### config.mk
export PLATFORM = sky130hd
export DESIGN_NAME = jk_counter_driver
export DESIGN_NICKNAME = d
export VERILOG_FILES = /design/src/rtl/jk_counter_driver.sv
export SDC_FILE = /design/constraint.sdc
export NUM_CORES = 1
export LEC_CHECK = 0
export CELL_PAD_IN_SITES_DETAIL_PLACEMENT = 1
export CELL_PAD_IN_SITES_GLOBAL_PLACEMENT = 2
export CORE_MARGIN = 2
export CORE_UTILIZATION = 19
export CTS_CLUSTER_SIZE = 30
export DETAILED_ROUTE_END_ITERATION = 8
export PLACE_DENSITY_LB_ADDON = 0.1
export SLEW_MARGIN = 20
export SYNTH_ARGS = -nofsm -noshare
export SYNTH_HDL_FRONTEND = slang
export SYNTH_SLANG_ARGS = --single-unit
### constraint.sdc
create_clock -name clk -period 1.5 [get_ports clk]
set_input_delay 0.15 -clock clk [delete_from_list [all_inputs] [get_ports clk]]
set_output_delay 0.15 -clock clk [all_outputs]
set_load 0.005 [all_outputs]
### src/rtl/jk_counter_driver.sv
// jk_counter_driver
//    Modulo-MODULUS up/down counter whose state is held as a bank of JK
//    flip-flops. Each cycle it picks a target next state and derives the
//    per-bit J/K excitation that produces it. The counter applies the JK
//    characteristic equation to that excitation. It also exports J/K so an
//    external JK bank on the same clock can follow in lock-step, and it
//    raises a sticky error when that bank's Q diverges from the internal
//    state.
//
// Ports
//    clk       in   rising-edge clock
//    rst_n     in   asynchronous active-low reset
//    en        in   count enable
//    up        in   direction (1 = increment, 0 = decrement)
//    load      in   synchronous load, has priority over en
//    load_val  in   value to load (out-of-range values load 0)
//    chk_en    in   enables the comparison of q_ext against q
//    q_ext     in   Q of the external JK bank driven by j/k
//    q         out  counter state (registered)
//    j, k      out  excitation for the coming edge (combinational)
//    wrap      out  one-cycle pulse after a counting wrap-around (registered)
//    err       out  sticky divergence flag (registered)
module jk_counter_driver #(
   parameter int WIDTH   = 4,
   parameter int MODULUS = 10
) (
   input  logic             clk,
   input  logic             rst_n,
   input  logic             en,
   input  logic             up,
   input  logic             load,
   input  logic [WIDTH-1:0] load_val,
   input  logic             chk_en,
   input  logic [WIDTH-1:0] q_ext,
   output logic [WIDTH-1:0] q,
   output logic [WIDTH-1:0] j,
   output logic [WIDTH-1:0] k,
   output logic             wrap,
   output logic             err
);

   // One extra bit so MODULUS == 2**WIDTH still compares correctly.
   localparam logic [WIDTH:0]   MOD_W  = (WIDTH+1)'(MODULUS);
   localparam logic [WIDTH-1:0] LAST_V = WIDTH'(MODULUS - 1);
   localparam logic [WIDTH-1:0] ZERO_V = {WIDTH{1'b0}};
   localparam logic [WIDTH-1:0] ONE_V  = WIDTH'(1);

   logic [WIDTH-1:0] state_q, state_d;
   logic             wrap_q, wrap_d;
   logic             err_q, err_d;
   logic [WIDTH-1:0] target_s;
   logic [WIDTH-1:0] j_s, k_s;

   // JK characteristic equation applied bitwise.
   function automatic logic [WIDTH-1:0] jk_next(
      input logic [WIDTH-1:0] cur,
      input logic [WIDTH-1:0] jv,
      input logic [WIDTH-1:0] kv
   );
      return (jv & ~cur) | (~kv & cur);
   endfunction

   // Target selection: load beats count; only a counting rollover flags wrap.
   always_comb begin
      target_s = state_q;
      wrap_d   = 1'b0;
      if (load) begin
         if ({1'b0, load_val} < MOD_W) begin
            target_s = load_val;
         end else begin
            target_s = ZERO_V;
         end
      end else if (en) begin
         if (up) begin
            if (state_q == LAST_V) begin
               target_s = ZERO_V;
               wrap_d   = 1'b1;
            end else begin
               target_s = state_q + ONE_V;
            end
         end else begin
            if (state_q == ZERO_V) begin
               target_s = LAST_V;
               wrap_d   = 1'b1;
            end else begin
               target_s = state_q - ONE_V;
            end
         end
      end else begin
         target_s = state_q;
      end
   end

   // Excitation: set only 0->1 bits, reset only 1->0 bits, so J=K=1 never
   // occurs. Held at zero during reset so the external bank stays quiet.
   always_comb begin
      j_s = ZERO_V;
      k_s = ZERO_V;
      if (!rst_n) begin
         j_s = ZERO_V;
         k_s = ZERO_V;
      end else begin
         j_s = target_s & ~state_q;
         k_s = ~target_s & state_q;
      end
   end

   // Next state comes from the JK equation, not a copy of the target.
   // err is sticky and is only cleared by reset.
   always_comb begin
      state_d = jk_next(state_q, j_s, k_s);
      err_d   = err_q | (chk_en & (q_ext != state_q));
   end

   // State, wrap pulse and error flag registers.
   always_ff @(posedge clk or negedge rst_n) begin
      if (!rst_n) begin
         state_q <= ZERO_V;
         wrap_q  <= 1'b0;
         err_q   <= 1'b0;
      end else begin
         state_q <= state_d;
         wrap_q  <= wrap_d;
         err_q   <= err_d;
      end
   end

   assign q    = state_q;
   assign j    = j_s;
   assign k    = k_s;
   assign wrap = wrap_q;
   assign err  = err_q;

endmodule

[Yosys cells after proc, flatten, opt, wreduce, memory -nomap -nowiden]
Cells that the tools add are included.
Word-level totals
  flip-flop bits (word level): 6
  bits in latches: 0
  RAM bits: 0
  bits in read-only memories: 0
  bits of input ports: 14
  output and inout port bits: 14
  logic and storage cells: 32
  memories kept: 0
Cells by class
  add/sub/neg operators: 2
  $mul: 0
  div/mod/pow operators: 0
  magnitude comparators: 1
  eq/ne operators: 2
  shift operators: 0
  muxes and demuxes: 13
  bitwise operators: 10
  reduce and logical (&&, ||, !) cells: 1
Operators with widths (count)
  $mux W4: 8
  $and A4 B4 Y4: 4
  $not A4 Y4: 3
  $mux W1: 5
  $add A4 B1 Y4 const B: 1
  $eq A4 B4 Y1 const B: 1
  $logic_not A4 Y1: 1
  $lt A4 B4 Y1 const B: 1
  $ne A4 B4 Y1: 1
  $or A4 B4 Y4: 1
  $sub A4 B1 Y4 const B: 1
  $and A1 B1 Y1: 1
  $or A1 B1 Y1: 1

[Logic depth before layout (Yosys ltp)]
Gate-level depths: netlist of the first run.
  depth after elaboration: 11
  mapped depth: 5
  gate-level depth less buffers: 4

[Worst setup path before layout of the first run]
OpenSTA, ideal clock, no wires.
  path type: register -> output
  from: register with a tool-made name
  to: output j[2]
  data arrival time: 1.467 ns
  required time: 1.350 ns
  slack: -0.117 ns
  stages on the path, launching flop included: 5
  buffers on the path: 0
  path through: dfrtp_1 > or3_1 > o32a_1 > a31oi_1 > and3b_1
RTL lines
  end: declaration: RTL line 36  | output logic [WIDTH-1:0] j,

==> impl_metrics.tcl, run 1 <==
set metrics [dict create \
    clock_latency_ns 0.26 \
    multi_input_area_um2 566 \
    wl_per_cell_um 14.7 \
    cts-root-buf "clkbuf_4" \
    failed_checks "setup timing" \
    critPathCaptureType "primary output" \
    die_h_um 62.3 \
    cp.required_ns 1.35 \
    slew-limit-headroom_pct 79.4 \
    ys_seq_area_share_pct 23.3 \
    synthToLayoutAreaGrowth_pct 110 \
    synthDistinctLibCells 36 \
    skew_ns 0.00302 \
    synthesis.nets 101 \
    grt_util_all_layers_pct 15.3 \
    viasPerCell 4.71 \
    grt-ovfl-total 0 \
    clock.fmax_mhz 498 \
    finalWorstSetupSlack_ns -0.509 \
    fin_tns_setup_ns -2.98 \
    grt_pass1_wl_um 4710 \
    fillers 413 \
    start_kind "flop" \
    hold_viol_final 0 \
    ys_ff_latch 6 \
    cts_made_buffers 3 \
    drt-pass1-iter-count 4 \
    cts_tree "yes" \
    antenna_found_initial 0 \
    dr_total_vias 913 \
    drc_errors 0 \
    synth_area_um2 646 \
    slew_violations 0 \
    layout.nets 164 \
    num_antenna_cells 0 \
    drt-total-wl_um 2840 \
    crit_path_cell_trace "or3_4 -> o32a_1 -> a31oi_2 -> and3b_1 -> buf_2" \
    seq_area_um2 151 \
    yosysTopAreaCellShare_pct 23.3 \
    min_period_ns 2.01 \
    numPortBuffers 27 \
    cp_num_buf_inv 1 \
    synth_ff_type "dfrtp_1" \
    p_per_area_nw_per_um2 752 \
    syn_inst 87 \
    worst_hold_path_type "input port to asynchronous set/reset pin" \
    dpl_worst_slack_ns -0.735 \
    hold_slack_ns 0.375 \
    clock-sinks 6 \
    async_reset_ff_share_pct 100 \
    cap_violations 0 \
    gp_congestion 0.842 \
    synth_edf_count 0 \
    critPathTopFamily "simple AND/OR/NAND/NOR gates" \
    hold_buffers 0 \
    max_stage_delay_ns 0.41 \
    drive_above_1_share_pct 47.3 \
    power_leakage_nw 0.586 \
    row_count 21 \
    yosys-top-cells-area "dfrtp_1, xnor2_1, a21oi_1" \
    dp_hpwl_um 2110 \
    yosysTopAreaCell "dfrtp_1" \
    antenna_left 0 \
    yosys_warnings 0 \
    io_pins 28 \
    core_um2 3310 \
    path_max_fanout 3 \
    synth.avg_cell_area_um2 7.42 \
    worst_path_max_delay_cell "dfrtp_1" \
    final.period_utilization_pct 134 \
    initial_core_util_pct 19.5 \
    grt_setup_unrepaired "true" \
    clock_path_buffers 2 \
    die_area_um2 3880 \
    synth.top_cells.by_count "a21oi_1, nand2_1, dfrtp_1, o21ai_0, xnor2_1" \
    cp.arrival_ns 1.86 \
    outcome "finished, violations left" \
    grt_start_max_net_pins 11 \
    clk_transition_reported_paths_ns 0.05 \
    finalSetupViolations 10 \
    final_area_um2 1350 \
    ctsHtreeMaxLevel 1 \
    criticalPathCategory "flop to primary output" \
    drt_iter0_markers 28 \
    worst_pin_slew_ns 0.307 \
    placed_area_um2 1160 \
    ir_drop_uv 187 \
    grt_pass1_vias 952 \
    dieWidth_um 62.3 \
]
[placed cells by master, fill, tap and decap left out, types with 2 or more instances in the layout]
cell type,instances
nor2b_1,3
nand2_1,8
inv_1,4
buf_6,2
clkbuf_4,3
o21ai_2,3
nand4_1,2
a21oi_1,6
nand3_1,3
nor2_1,2
clkdlybuf4s50_1,18
o31ai_1,2
nor3b_2,2
dfrtp_1,5
xnor2_1,5
clkdlybuf4s15_2,2
and2_1,2
a21oi_2,2
o21ai_0,2
or3_4,2
buf_2,6
a31oi_2,2
buf_4,34
[cell families (layout without fill, tap and decap cells)]
group	count (synthesis)	after routing	share of synthesized area [%]
simple gates	34	34	30.6
compound gates	30	30	30.8
buf+inv	11	72	7.17
xor+xnor	6	6	8.14
flops	6	6	23.3
[what timing repair did]
action / in CTS / in global routing
resized for setup: 52 / 10
endpoints found under the setup margin: 12 / 14
pin swaps: 18 / 13
buffers inserted: 6 / 3
[layout make-up]
| type | count | area share (%) |
|---|---|---|
| tap | 46 | 4.25 |
| sequential | 6 | 11.2 |
| clock buffer | 3 | 1.66 |
| timing repair buffer | 64 | 39.7 |
| multi-input combinational | 70 | 41.8 |
| inverter | 5 | 1.39 |
[stage by stage]
stage | power (mW) | util [%] | std cells
floorplan | 0.430 | - | 87
global placement | 0.707 | 35.1 | 183
detailed placement | 0.713 | 35.1 | 183
CTS | 0.969 | 39.1 | 191
global route | 1.09 | 40.9 | 194
finish | 1.02 | 40.9 | 194
[power breakdown]
group / total, mW / switching, mW / internal, mW
registers: 0.205 / 0.0221 / 0.183
clock network: 0.162 / 0.0710 / 0.0913
logic: 0.651 / 0.286 / 0.365
[worst paths after layout]
kind,slack (ns),end,cells past startpoint
max reg2reg,-0.19,flop,7
min in group clk,0.45,err,1
max in group asynchronous,0.93,asynchronous set/reset pin,3
min reg2reg,0.45,err,1
max,-0.51,j[2],5
min,0.38,asynchronous set/reset pin,2
[per-layer routing]
metal / wire (um) / GRT usage, %
met5: 0 / 0
met4: 48 / 5.00
met3: 113 / 1.99
met2: 1340 / 25.5
met1: 1340 / 20.5
No activity file was read; power rests on OpenSTA's default activity.
==> run 2: changes to the inputs <==
--- a/config.mk
+++ b/config.mk
@@ -5,13 +5,14 @@
 export SDC_FILE = /design/constraint.sdc
 export NUM_CORES = 1
 export LEC_CHECK = 0
+export ABC_CLOCK_PERIOD_IN_PS = 1500
 export CELL_PAD_IN_SITES_DETAIL_PLACEMENT = 1
 export CELL_PAD_IN_SITES_GLOBAL_PLACEMENT = 2
 export CORE_MARGIN = 2
 export CORE_UTILIZATION = 19
 export CTS_CLUSTER_SIZE = 30
 export DETAILED_ROUTE_END_ITERATION = 8
-export PLACE_DENSITY_LB_ADDON = 0.1
+export PLACE_DENSITY_LB_ADDON = 0.3
 export SLEW_MARGIN = 20
 export SYNTH_ARGS = -nofsm -noshare
 export SYNTH_HDL_FRONTEND = slang
==> run 2 against run 1 <==
The flow still finishes with violations (setup timing). Combinational power increased by 7.8%. Setup slack improved by 0.041 ns. Fmax increased by 2.1%. Count of clock-buffer cells in the layout unchanged. Sequential cell count unchanged. Non-clock buffer count increased by 8. Clock power increased by 6%. Utilization increased by 1.8 points. Critical path type unchanged. Largest cell class is now buffers. Largest power group unchanged.
==> impl_metrics.tcl, run 2 (synthesized netlist as in run 1, its figures left out) <==
set metrics [dict create \
    worst_pin_slew_ns 0.327 \
    finalWorstSetupSlack_ns -0.468 \
    cts_made_buffers 3 \
    cts_tree "yes" \
    layout.nets 172 \
    drt-pass1-iter-count 2 \
    wl_per_cell_um 15.5 \
    drc_errors 0 \
    rr_worst_depth 10 \
    gp_congestion 0.822 \
    clock-sinks 6 \
    cp.arrival_ns 1.82 \
    stdcell_count 202 \
    grt_setup_unrepaired "true" \
    viasPerCell 4.68 \
    cp-endpoint "j[2]" \
    drt-total-wl_um 3120 \
    start_kind "flop" \
    num_antenna_cells 0 \
    layout_commonest_cell "buf_4" \
    final.period_utilization_pct 131 \
    finalSetupViolations 10 \
    ctsHtreeMaxLevel 1 \
    skew_ns 0.00116 \
    hold_buffers 0 \
    slew-limit-headroom_pct 77.9 \
    path_max_fanout 3 \
    p_per_area_nw_per_um2 759 \
    place_inst 188 \
    r2r_slack_ns -0.22 \
    cap_violations 0 \
    clock.fmax_mhz 508 \
    seq_area_um2 150 \
    cp.required_ns 1.35 \
    numPortBuffers 27 \
    failed_checks "setup timing" \
    dp_hpwl_um 2250 \
    critPathCaptureType "primary output" \
    hold_viol_final 0 \
    die_h_um 62.3 \
    power_mw 1.07 \
    multi_input_area_um2 573 \
    criticalPathCategory "flop to primary output" \
    fillers 420 \
    grt_start_max_net_pins 14 \
    power_leakage_nw 0.646 \
    cts-root-buf "clkbuf_4" \
    worst_hold_path_type "input port to asynchronous set/reset pin" \
    initial_core_util_pct 19.5 \
    synthToLayoutAreaGrowth_pct 119 \
    core_um2 3310 \
    antenna_left 0 \
    dieWidth_um 62.3 \
    layout_common_cells "buf_4, clkdlybuf4s50_1, nand2_1, buf_2" \
    min_period_ns 1.97 \
    final_util_pct 42.7 \
    grt_pass1_vias 1021 \
    outcome "finished, violations left" \
    grt-ovfl-total 0 \
    grt_pass1_wl_um 5080 \
    clock_path_buffers 2 \
    grt_util_all_layers_pct 16.9 \
    hold_slack_ns 0.268 \
    clock_latency_ns 0.26 \
    drive_above_1_share_pct 51.3 \
    dr_total_vias 945 \
    slew_violations 0 \
    antenna_found_initial 0 \
    drt_iter0_markers 12 \
    io_pins 28 \
    die_area_um2 3880 \
    ir_drop_uv 263 \
    final_area_um2 1410 \
    row_count 21 \
    clk_transition_reported_paths_ns 0.05 \
    placed_area_um2 1200 \
]
## run 2: timing repair
item,CTS,global route
pin swaps,17,14
gates resized for setup,59,15
buffers inserted,8,4
endpoints found under the setup margin,11,13
## run 2: per-stage QoR
stage / setup slack, ns / TNS [ns]
2_1_floorplan: -0.0943 / -0.0943
3_3_place_gp: -0.760 / -5.43
3_5_place_dp: -0.768 / -5.94
4_1_cts: -0.568 / -2.98
5_1_grt: -0.551 / -3.74
6_report: -0.468 / -2.81
## run 2: layer usage
metal  wire [um]  GRT usage (%)  vias to the layer above
met3         166           5.07                        6
met4          58           6.94                        0
li1            -              -                      460
met2        1600           29.2                       28
met1        1300           19.4                      451
met5           0              0                        -
## run 2: worst max-delay path, stage by stage, from the launching register on
cell and delay [ns]:
dfrtp_1 0.43, or3_4 0.35, o32a_1 0.33, a31oi_2 0.17, and3b_1 0.18, buf_2 0.10
## run 2: worst min path at each step
stage          cells after the start   from                         end  slack (ns)
3_5_place_dp                       1    err                         err        0.45
2_1_floorplan                      0  rst_n  asynchronous set/reset pin       -0.15
4_1_cts                            2  rst_n  asynchronous set/reset pin        0.27
3_3_place_gp                       1    err                         err        0.44
5_1_grt                            2  rst_n  asynchronous set/reset pin        0.30
6_report                           2  rst_n  asynchronous set/reset pin        0.27
## run 2: cell type report
| type | count | area share, % |
|---|---|---|
| Clock buffer | 3 | 1.59 |
| Inverter | 5 | 1.33 |
| Multi-Input combinational cell | 70 | 40.6 |
| Sequential cell | 6 | 10.6 |
| Tap cell | 46 | 4.07 |
| Timing Repair Buffer | 72 | 41.8 |
## run 2: power breakdown
group,total (mW),internal (mW),switching (mW)
registers,0.199,0.181,0.0178
logic,0.702,0.388,0.314
clock network,0.172,0.0920,0.0797
==> run 3: changes to the inputs <==
--- a/config.mk
+++ b/config.mk
@@ -6,9 +6,9 @@
 export NUM_CORES = 1
 export LEC_CHECK = 0
 export ABC_CLOCK_PERIOD_IN_PS = 1500
+export CAP_MARGIN = 10
 export CELL_PAD_IN_SITES_DETAIL_PLACEMENT = 1
 export CELL_PAD_IN_SITES_GLOBAL_PLACEMENT = 2
-export CORE_MARGIN = 2
 export CORE_UTILIZATION = 19
 export CTS_CLUSTER_SIZE = 30
 export DETAILED_ROUTE_END_ITERATION = 8
==> run 3 against run 2 <==
The run still ends with setup timing left. Critical endpoint unchanged. Design area increased by 12%. Critical path type unchanged. Utilization grew 8.1 points. Critical path depth stayed put. First-iteration DRC count is 17% lower. Largest cell class is now multi-input gates.
==> impl_metrics.tcl, run 3 (synthesized netlist as in run 1, its figures left out) <==
set metrics [dict create \
    outcome "finished, violations left" \
    failed_checks "setup timing" \
    cp.arrival_ns 1.86 \
    dieWidth_um 60.3 \
    grt_setup_unrepaired "true" \
    antenna_left 0 \
    final.period_utilization_pct 134 \
    drt-pass1-iter-count 4 \
    ctsHtreeMaxLevel 1 \
    antenna_found_initial 0 \
    p_per_area_nw_per_um2 786 \
    grt_pass1_wl_um 5170 \
    drive_above_1_share_pct 59.9 \
    start_kind "flop" \
    hold_viol_final 0 \
    cts_made_buffers 3 \
    grt_pass1_vias 1059 \
    dr_total_vias 997 \
    stdcell_count 206 \
    wl_per_cell_um 16.8 \
    gp_congestion 0.842 \
    min_period_ns 2.01 \
    num_antenna_cells 0 \
    fillers 390 \
    cts_tree "yes" \
    die_h_um 60.3 \
    clock_path_buffers 2 \
    path_max_fanout 3 \
    seq_area_um2 150 \
    drt-total-wl_um 3460 \
    slew-limit-headroom_pct 77.8 \
    multi_input_area_um2 672 \
    clock-sinks 6 \
    finalWorstSetupSlack_ns -0.511 \
    ir_drop_uv 190 \
    synthToLayoutAreaGrowth_pct 146 \
    layout_common_cells "buf_4, clkdlybuf4s50_1, buf_6" \
    dpl_worst_slack_ns -0.744 \
    drc_errors 0 \
    numPortBuffers 27 \
    slew_violations 0 \
    core_um2 3130 \
    grt-ovfl-total 0 \
    worst_hold_path_type "input port to asynchronous set/reset pin" \
    skew_ns 0.0146 \
    grt_util_all_layers_pct 20.0 \
    layout_commonest_cell "buf_4" \
    cp.required_ns 1.35 \
    power_leakage_nw 0.692 \
    drt_iter0_markers 10 \
    clock_latency_ns 0.26 \
    worst_pin_slew_ns 0.333 \
    layout.nets 178 \
    clk_transition_reported_paths_ns 0.06 \
    initial_core_util_pct 20.6 \
    clock.fmax_mhz 497 \
    critPathCaptureType "primary output" \
    grt_start_max_net_pins 12 \
    cts-root-buf "clkbuf_4" \
    die_area_um2 3630 \
    row_count 20 \
    viasPerCell 4.84 \
    place_inst 185 \
    dp_hpwl_um 2240 \
    finalSetupViolations 11 \
    cap_violations 0 \
    criticalPathCategory "flop to primary output" \
    io_pins 28 \
]
-- run 3: power breakdown --
part	switching (mW)	leakage [nW]	internal [mW]	total [mW]
registers	0.0202	0.0713	0.181	0.202
logic	0.382	0.607	0.496	0.878
clock network	0.0766	0.0138	0.0918	0.168
-- run 3: cell type report --
| type | instances | area share, % |
|---|---|---|
| Sequential cell | 6 | 9.45 |
| Inverter | 5 | 1.34 |
| Tap cell | 44 | 3.46 |
| Clock buffer | 3 | 1.42 |
| Timing Repair Buffer | 78 | 42.0 |
| Multi-Input combinational cell | 70 | 42.3 |
-- run 3: per-layer routing --
layer  up-vias  global-route usage [%]  share of wire, %
met5         -                       0                 0
met4         0                    8.97               2.0
met3         6                   0.866               3.0
met2        27                    38.6                55
met1       492                    22.0                40
li1        472                       -                 -
-- run 3: timing repair --
item,CTS,global route
pin swaps,20,25
setup endpoints to repair,12,12
setup buffers,14,11
gates resized for setup,78,25
hold buffers,0,0
-- run 3: stage by stage --
step           hold slack (ns)  power [mW]  TNS, ns  area [um2]  util [%]
2_1_floorplan           -0.146       0.430  -0.0943         646         -
3_3_place_gp             0.447       0.719    -5.38        1190      38.1
5_1_grt                  0.319        1.31    -3.70        1590      50.8
6_report                 0.297        1.25    -2.84        1590      50.8
4_1_cts                  0.289        1.08    -2.92        1440      46.1
3_5_place_dp             0.457       0.733    -5.54        1190      38.1
-- run 3: final timing paths --
| check | end | startpoint | slack (ns) | cells past startpoint |
|---|---|---|---|---|
| worst max-delay path | j[2] | flop | -0.51 | 5 |
| worst min-delay path | asynchronous set/reset pin | rst_n | 0.30 | 2 |
| worst max register to register | flop | flop | -0.15 | 9 |
| worst min register to register | err | err | 0.46 | 1 |
| max in group asynchronous | wrap | rst_n | 0.95 | 3 |
| min in group clk | err | err | 0.46 | 1 |
-- run 3: worst max-delay path, cell delays in order, from the launching register on --
cell and delay, ns:
dfrtp_1 0.41, or3_4 0.39, o32a_1 0.33, a31oi_2 0.19
and3b_1 0.17, buf_2 0.10
